## src/rtl/reduce_sequencer.sv

```systemverilog
// Reduce-step sequencer: pops an operator and one or two operands, runs the ALU, pushes the result.
// Optional macro REDUCE_TIMEOUT_EN adds a 16-cycle ALU timeout that ends the step with error code 11.
module reduce_sequencer #(
    parameter int DW = 32,
    parameter int OW = 4
) (
    input  logic          i_clk,
    input  logic          i_rst_n,
    input  logic          i_start,
    output logic          o_busy,
    output logic          o_done,
    output logic          o_err,
    output logic [1:0]    o_err_code,
    input  logic [OW-1:0] i_op_top,
    input  logic          i_op_empty,
    output logic          o_op_pop,
    input  logic [DW-1:0] i_dt_top,
    input  logic          i_dt_empty,
    output logic          o_dt_pop,
    output logic          o_dt_push,
    output logic [DW-1:0] o_dt_wdata,
    output logic [DW-1:0] o_al_A,
    output logic [DW-1:0] o_al_B,
    output logic [OW-1:0] o_al_op,
    output logic          o_al_go,
    input  logic          i_al_done,
    input  logic [DW-1:0] i_al_C
);

    typedef enum logic [2:0] {
        S_IDLE, S_POP_OP, S_POP_B, S_POP_A, S_EXEC, S_WAIT, S_PUSH, S_FIN
    } state_t;

    state_t        r_state;
    state_t        w_nextState;
    logic          w_setErr;
    logic [1:0]    w_errCode;
    logic          r_err;
    logic [1:0]    r_errCode;
    logic [OW-1:0] r_alOp;
    logic [DW-1:0] r_alA;
    logic [DW-1:0] r_alB;
    logic [DW-1:0] r_result;
`ifdef REDUCE_TIMEOUT_EN
    logic [3:0]    r_tmoCount;
`endif

    always_ff @(posedge i_clk or negedge i_rst_n) begin
        if (!i_rst_n) r_state <= S_IDLE;
        else          r_state <= w_nextState;
    end

    always_comb begin
        w_nextState = r_state;
        w_setErr    = 1'b0;
        w_errCode   = 2'b00;
        o_busy      = (r_state != S_IDLE);
        o_done      = 1'b0;
        o_op_pop    = 1'b0;
        o_dt_pop    = 1'b0;
        o_dt_push   = 1'b0;
        o_al_go     = 1'b0;
        case (r_state)
            S_IDLE: if (i_start) w_nextState = S_POP_OP;
            S_POP_OP: begin
                if (i_op_empty) begin
                    w_nextState = S_FIN;
                    w_setErr    = 1'b1;
                    w_errCode   = 2'b01;
                end else begin
                    o_op_pop    = 1'b1;
                    w_nextState = S_POP_B;
                end
            end
            S_POP_B: begin
                if (i_dt_empty) begin
                    w_nextState = S_FIN;
                    w_setErr    = 1'b1;
                    w_errCode   = 2'b10;
                end else begin
                    o_dt_pop    = 1'b1;
                    w_nextState = r_alOp[OW-1] ? S_EXEC : S_POP_A;
                end
            end
            S_POP_A: begin
                if (i_dt_empty) begin
                    w_nextState = S_FIN;
                    w_setErr    = 1'b1;
                    w_errCode   = 2'b10;
                end else begin
                    o_dt_pop    = 1'b1;
                    w_nextState = S_EXEC;
                end
            end
            S_EXEC: begin
                o_al_go     = 1'b1;
                w_nextState = S_WAIT;
            end
            S_WAIT: begin
                if (i_al_done) begin
                    w_nextState = S_PUSH;
                end
`ifdef REDUCE_TIMEOUT_EN
                else if (r_tmoCount == 4'hF) begin
                    w_nextState = S_FIN;
                    w_setErr    = 1'b1;
                    w_errCode   = 2'b11;
                end
`endif
            end
            S_PUSH: begin
                o_dt_push   = 1'b1;
                w_nextState = S_FIN;
            end
            S_FIN: begin
                o_done      = 1'b1;
                w_nextState = S_IDLE;
            end
            default: w_nextState = S_IDLE;
        endcase
    end

    // Operand, operator, result and error registers; errors never touch the result.
    always_ff @(posedge i_clk or negedge i_rst_n) begin
        if (!i_rst_n) begin
            r_err     <= 1'b0;
            r_errCode <= 2'b00;
            r_alOp    <= '0;
            r_alA     <= '0;
            r_alB     <= '0;
            r_result  <= '0;
        end else begin
            if (r_state == S_IDLE && i_start) begin
                r_err     <= 1'b0;
                r_errCode <= 2'b00;
            end
            if (w_setErr) begin
                r_err     <= 1'b1;
                r_errCode <= w_errCode;
            end
            if (r_state == S_POP_OP && !i_op_empty) r_alOp <= i_op_top;
            if (r_state == S_POP_B && !i_dt_empty) begin
                r_alB <= i_dt_top;
                if (r_alOp[OW-1]) r_alA <= '0;
            end
            if (r_state == S_POP_A && !i_dt_empty) r_alA <= i_dt_top;
            if (r_state == S_WAIT && i_al_done) r_result <= i_al_C;
        end
    end

`ifdef REDUCE_TIMEOUT_EN
    // EXEC always precedes WAIT, so clearing there zeroes the count on WAIT entry.
    always_ff @(posedge i_clk or negedge i_rst_n) begin
        if (!i_rst_n)                 r_tmoCount <= 4'h0;
        else if (r_state == S_EXEC)   r_tmoCount <= 4'h0;
        else if (r_state == S_WAIT)   r_tmoCount <= r_tmoCount + 4'h1;
    end
`endif

    assign o_err      = r_err;
    assign o_err_code = r_errCode;
    assign o_al_op    = r_alOp;
    assign o_al_A     = r_alA;
    assign o_al_B     = r_alB;
    assign o_dt_wdata = r_result;

endmodule
```

## config.mk

```make
export PLATFORM = sky130hd
export DESIGN_NAME = reduce_sequencer
export DESIGN_NICKNAME = d
export VERILOG_FILES = /design/src/rtl/reduce_sequencer.sv
export SDC_FILE = /design/constraint.sdc
export NUM_CORES = 1
export LEC_CHECK = 0
export ABC_AREA = 0
export ABC_CLOCK_PERIOD_IN_PS = 1900
export CORE_AREA = 5 5 122 124
export CTS_BUF_LIST = sky130_fd_sc_hd__clkbuf_8 sky130_fd_sc_hd__clkbuf_16
export DETAILED_ROUTE_END_ITERATION = 8
export DIE_AREA = 0 0 127 129
export PLACE_DENSITY = 0.72
export SETUP_SLACK_MARGIN = 0.02
export SLEW_MARGIN = 20
export SYNTH_ARGS = -nofsm -noshare
export SYNTH_HDL_FRONTEND = slang
export SYNTH_SLANG_ARGS = --single-unit
```

## constraint.sdc

```tcl
create_clock -name i_clk -period 1.9 [get_ports i_clk]
set_input_delay 0.19 -clock i_clk [delete_from_list [all_inputs] [get_ports i_clk]]
set_output_delay 0.19 -clock i_clk [all_outputs]
set_load 0.01 [all_outputs]
```

==> flow_metrics.env <==
export IMPL_via_per_inst=4.62
export IMPL_num_vias=2967
export IMPL_grt_busiest_layer="met2"
export IMPL_netlist_instances=263
export IMPL_report_final_slew_viol_count=0
export IMPL_r2r_start="r_state[0]$_DFFE_PN0P_"
export IMPL_io_buffers=182
export IMPL_grtUsageMet1_pct=16.8
export IMPL_grt_use_met3_pct=5.11
export IMPL_async_flop_share_pct=100
export IMPL_cp_slowest_cell="dfrtp_1"
export IMPL_seq_area_um2=2650
export IMPL_gr_usage_met2_pct=21.6
export IMPL_syn_nets=337
export IMPL_die_x_um=127
export IMPL_worstRegToRegCells=4
export IMPL_max_freq_ghz=0.610
export IMPL_synth_most_common_cell="dfrtp_1"
export IMPL_rsz0062_at_grt="false"
export IMPL_slew_headroom_pct=73.2
export IMPL_start_util_pct=29.4
export IMPL_antenna_found_initial=0
export IMPL_firstDrtPassIters=4
export IMPL_grt_pass1_vias=3279
export IMPL_fp_coreArea_um2=13700
export IMPL_synth_edf_count=0
export IMPL_setup_violations=0
export IMPL_place_ws_ns=0.133
export IMPL_whs_ns=0.225
export IMPL_insertion_delay_ns=0.34
export IMPL_yosys_area_top_type="dfrtp_1"
export IMPL_power_total_mw=10.2
export IMPL_worst_pin_slew_ns=0.401
export IMPL_wl_um=11000
export IMPL_overflow=0
export IMPL_die_y_um=129
export IMPL_gp_congestion=0.829
export IMPL_pwr_density_cell_nw_per_um2=1590
export IMPL_gr_usage_all_layers_pct=13.7
export IMPL_ios=183
export IMPL_grt_max_degree=71
export IMPL_synth_area_top_cells="dfrtp_1 66%, mux2_2 18%, a22o_1 7.0%, buf_2 1.4%, mux2_1 1.1%"
export IMPL_drtIter0Drc=83
export IMPL_ys_ff_latch=106
export IMPL_status="complete, no violations"
export IMPL_layout_setup_ws_ns=0.261
export IMPL_min_period_ns=1.64
export IMPL_hold_class="in -> async"
export IMPL_worstPathMaxFanout=10
export IMPL_n_antenna_cell=0
export IMPL_reg2reg_to="o_al_B[7]$_DFFE_PN0P_"
export IMPL_syn_area_per_cell_um2=15.3
export IMPL_crit_path_start_kind="flip-flop"
export IMPL_fin_area_um2=6440
export IMPL_synth_common_cells="106 x dfrtp_1, 65 x mux2_2, 32 x a22o_1, 11 x buf_2"
export IMPL_cp_required_ns=1.71
export IMPL_dieArea_um2=16400
export IMPL_clkTransAtPathRegs_ns=0.07
export IMPL_dpl_hpwl_um=8130
export IMPL_fin_crit_sh_pct=86.3
export IMPL_cts_made_buffers=9
export IMPL_ys_seq_area_share_pct=65.9
export IMPL_nFillCells=1236
export IMPL_ys_warn_count=0
export IMPL_rows=43
export IMPL_wire_per_inst_um=17.2
export IMPL_drive_gt1_share_pct=22.1
export IMPL_yosysUniqueCellTypes=28
export IMPL_nets=531
export IMPL_cp_arrival_ns=1.45
export IMPL_drc_errors=0
export IMPL_synth_top_area_share_pct=65.9
export IMPL_cts_htree_levels=3
export IMPL_cts_tree="built"
export IMPL_crit_type="reg -> out"
export IMPL_multi_input_area_um2=1290
export IMPL_grt_pass1_wl_um=17600
export IMPL_cts_sinks=106
export IMPL_drv_cap=0
export IMPL_hold_viol=0
export IMPL_p_leak_nw=2.74
export IMPL_vdd_ir_drop_max_v=0.000659
export IMPL_detail_route_antenna_nets=0
export IMPL_fin_tns_setup_ns=0
export IMPL_clock_skew_ns=0.0127
export IMPL_netlist_area_um2=4020
export IMPL_max_clock_path_buffers=2
export IMPL_setup_worst_path_end_class="output port"
export IMPL_r2r_slack_ns=0.32
export IMPL_syn_to_final_growth_pct=60.1
export IMPL_critPathMaxStageDelay_ns=0.35
export IMPL_synth_flop_cell="dfrtp_1"
export IMPL_dpl_cell_area_um2=6170
export IMPL_ctsRootBufferMaster="clkbuf_16"
export IMPL_worstPathCellList="buf_4 -> nand2b_2 -> nor2_1 -> dlygate4sd2_1"
==> routing by layer <==
layer | routed length [µm] | up-vias | share of wire [%]
li1 | - | 1350 | -
met1 | 4640 | 1462 | 42
met2 | 5070 | 141 | 46
met3 | 1060 | 14 | 9.6
met4 | 249 | 0 | 2.3
met5 | 0 | - | 0
==> metrics by stage <==
stage	util [%]	std cells
after floorplan	-	263
after global placement	45.1	625
after global routing	47.1	642
after CTS	47.1	642
after detailed placement	45.1	625
final	47.1	642
==> worst max-delay path, delay by kind of cell (launching register included) <==
family	cells	cell delay, ns
buffers and inverters	2	0.47
DFF	1	0.35
and+or+nand+nor	2	0.29
==> report_power, final <==
part	switching, mW	total, mW	internal (mW)	leakage, nW
sequential	0.585	3.89	3.30	1.31
combinational	1.78	4.67	2.89	1.29
clock	0.792	1.67	0.875	0.138
total	3.16	10.2	7.07	2.74
==> area by class of cell <==
type                            instances  area share [%]
Clock buffer                            9            3.50
Clock inverter                          7           0.602
Inverter                                4           0.233
Multi-Input combinational cell        138            20.1
Sequential cell                       106            41.2
Tap cell                              180            3.50
Timing Repair Buffer                  198            30.9
==> logic make-up (layout without fill, tap and decap cells) <==
kind of cell,count (synthesis),after routing,share of synthesized area (%)
simple gates,21,21,3.11
compound gates,48,48,9.42
buf+inv,19,218,2.21
flops,106,106,65.9
mux,69,69,19.3
==> worst max-delay path by stage <==
stage / start / end / slack [ns] / cells after the start
floorplan: r_state[2]$_DFFE_PN0P_ / o_al_op[0]$_DFFE_PN0P_ / 0.40 / 5
global placement: i_dt_empty / o_dt_pop / 0.13 / 4
detailed placement: i_dt_empty / o_al_B[16]$_DFFE_PN0P_ / 0.13 / 5
CTS: r_state[2]$_DFFE_PN0P_ / o_busy / 0.04 / 4
global route: r_state[2]$_DFFE_PN0P_ / o_al_go / 0.14 / 4
finish: r_state[1]$_DFFE_PN0P_ / o_dt_pop / 0.26 / 4
==> cell usage in the layout (no fill, tap or decap), types with 2 or more instances in the layout <==
| cell type | synthesis | layout |
|---|---|---|
| inv_1 | 2 | 4 |
| nor3_1 | 3 | 3 |
| buf_12 | 0 | 4 |
| nor2_1 | 6 | 5 |
| clkbuf_16 | 0 | 9 |
| nor3_4 | 1 | 2 |
| a22o_1 | 32 | 32 |
| dlygate4sd2_1 | 0 | 5 |
| buf_4 | 1 | 12 |
| mux2_1 | 4 | 4 |
| mux2_2 | 65 | 65 |
| o21ai_0 | 6 | 6 |
| clkdlybuf4s50_1 | 0 | 175 |
| dfrtp_1 | 106 | 106 |
| a21oi_1 | 4 | 4 |
| clkinv_2 | 0 | 3 |
| nand2_1 | 4 | 4 |
| o32ai_1 | 2 | 2 |
==> sequential cells by signal, summed over array words and instances, names as in the netlist <==
register,flops
o_al_A,32
o_al_B,32
o_dt_wdata,32
o_al_op,4
r_state,3
o_err_code,2
o_err,1
==> repair_timing <==
item                                    in CTS  in global routing
buffers inserted                             0                  0
resized for setup                            5                  1
endpoints found under the setup margin       5                  1
hold buffers                                 1                  0
hold endpoints to repair                    11                  0
Power figures use the tool's default switching activity.
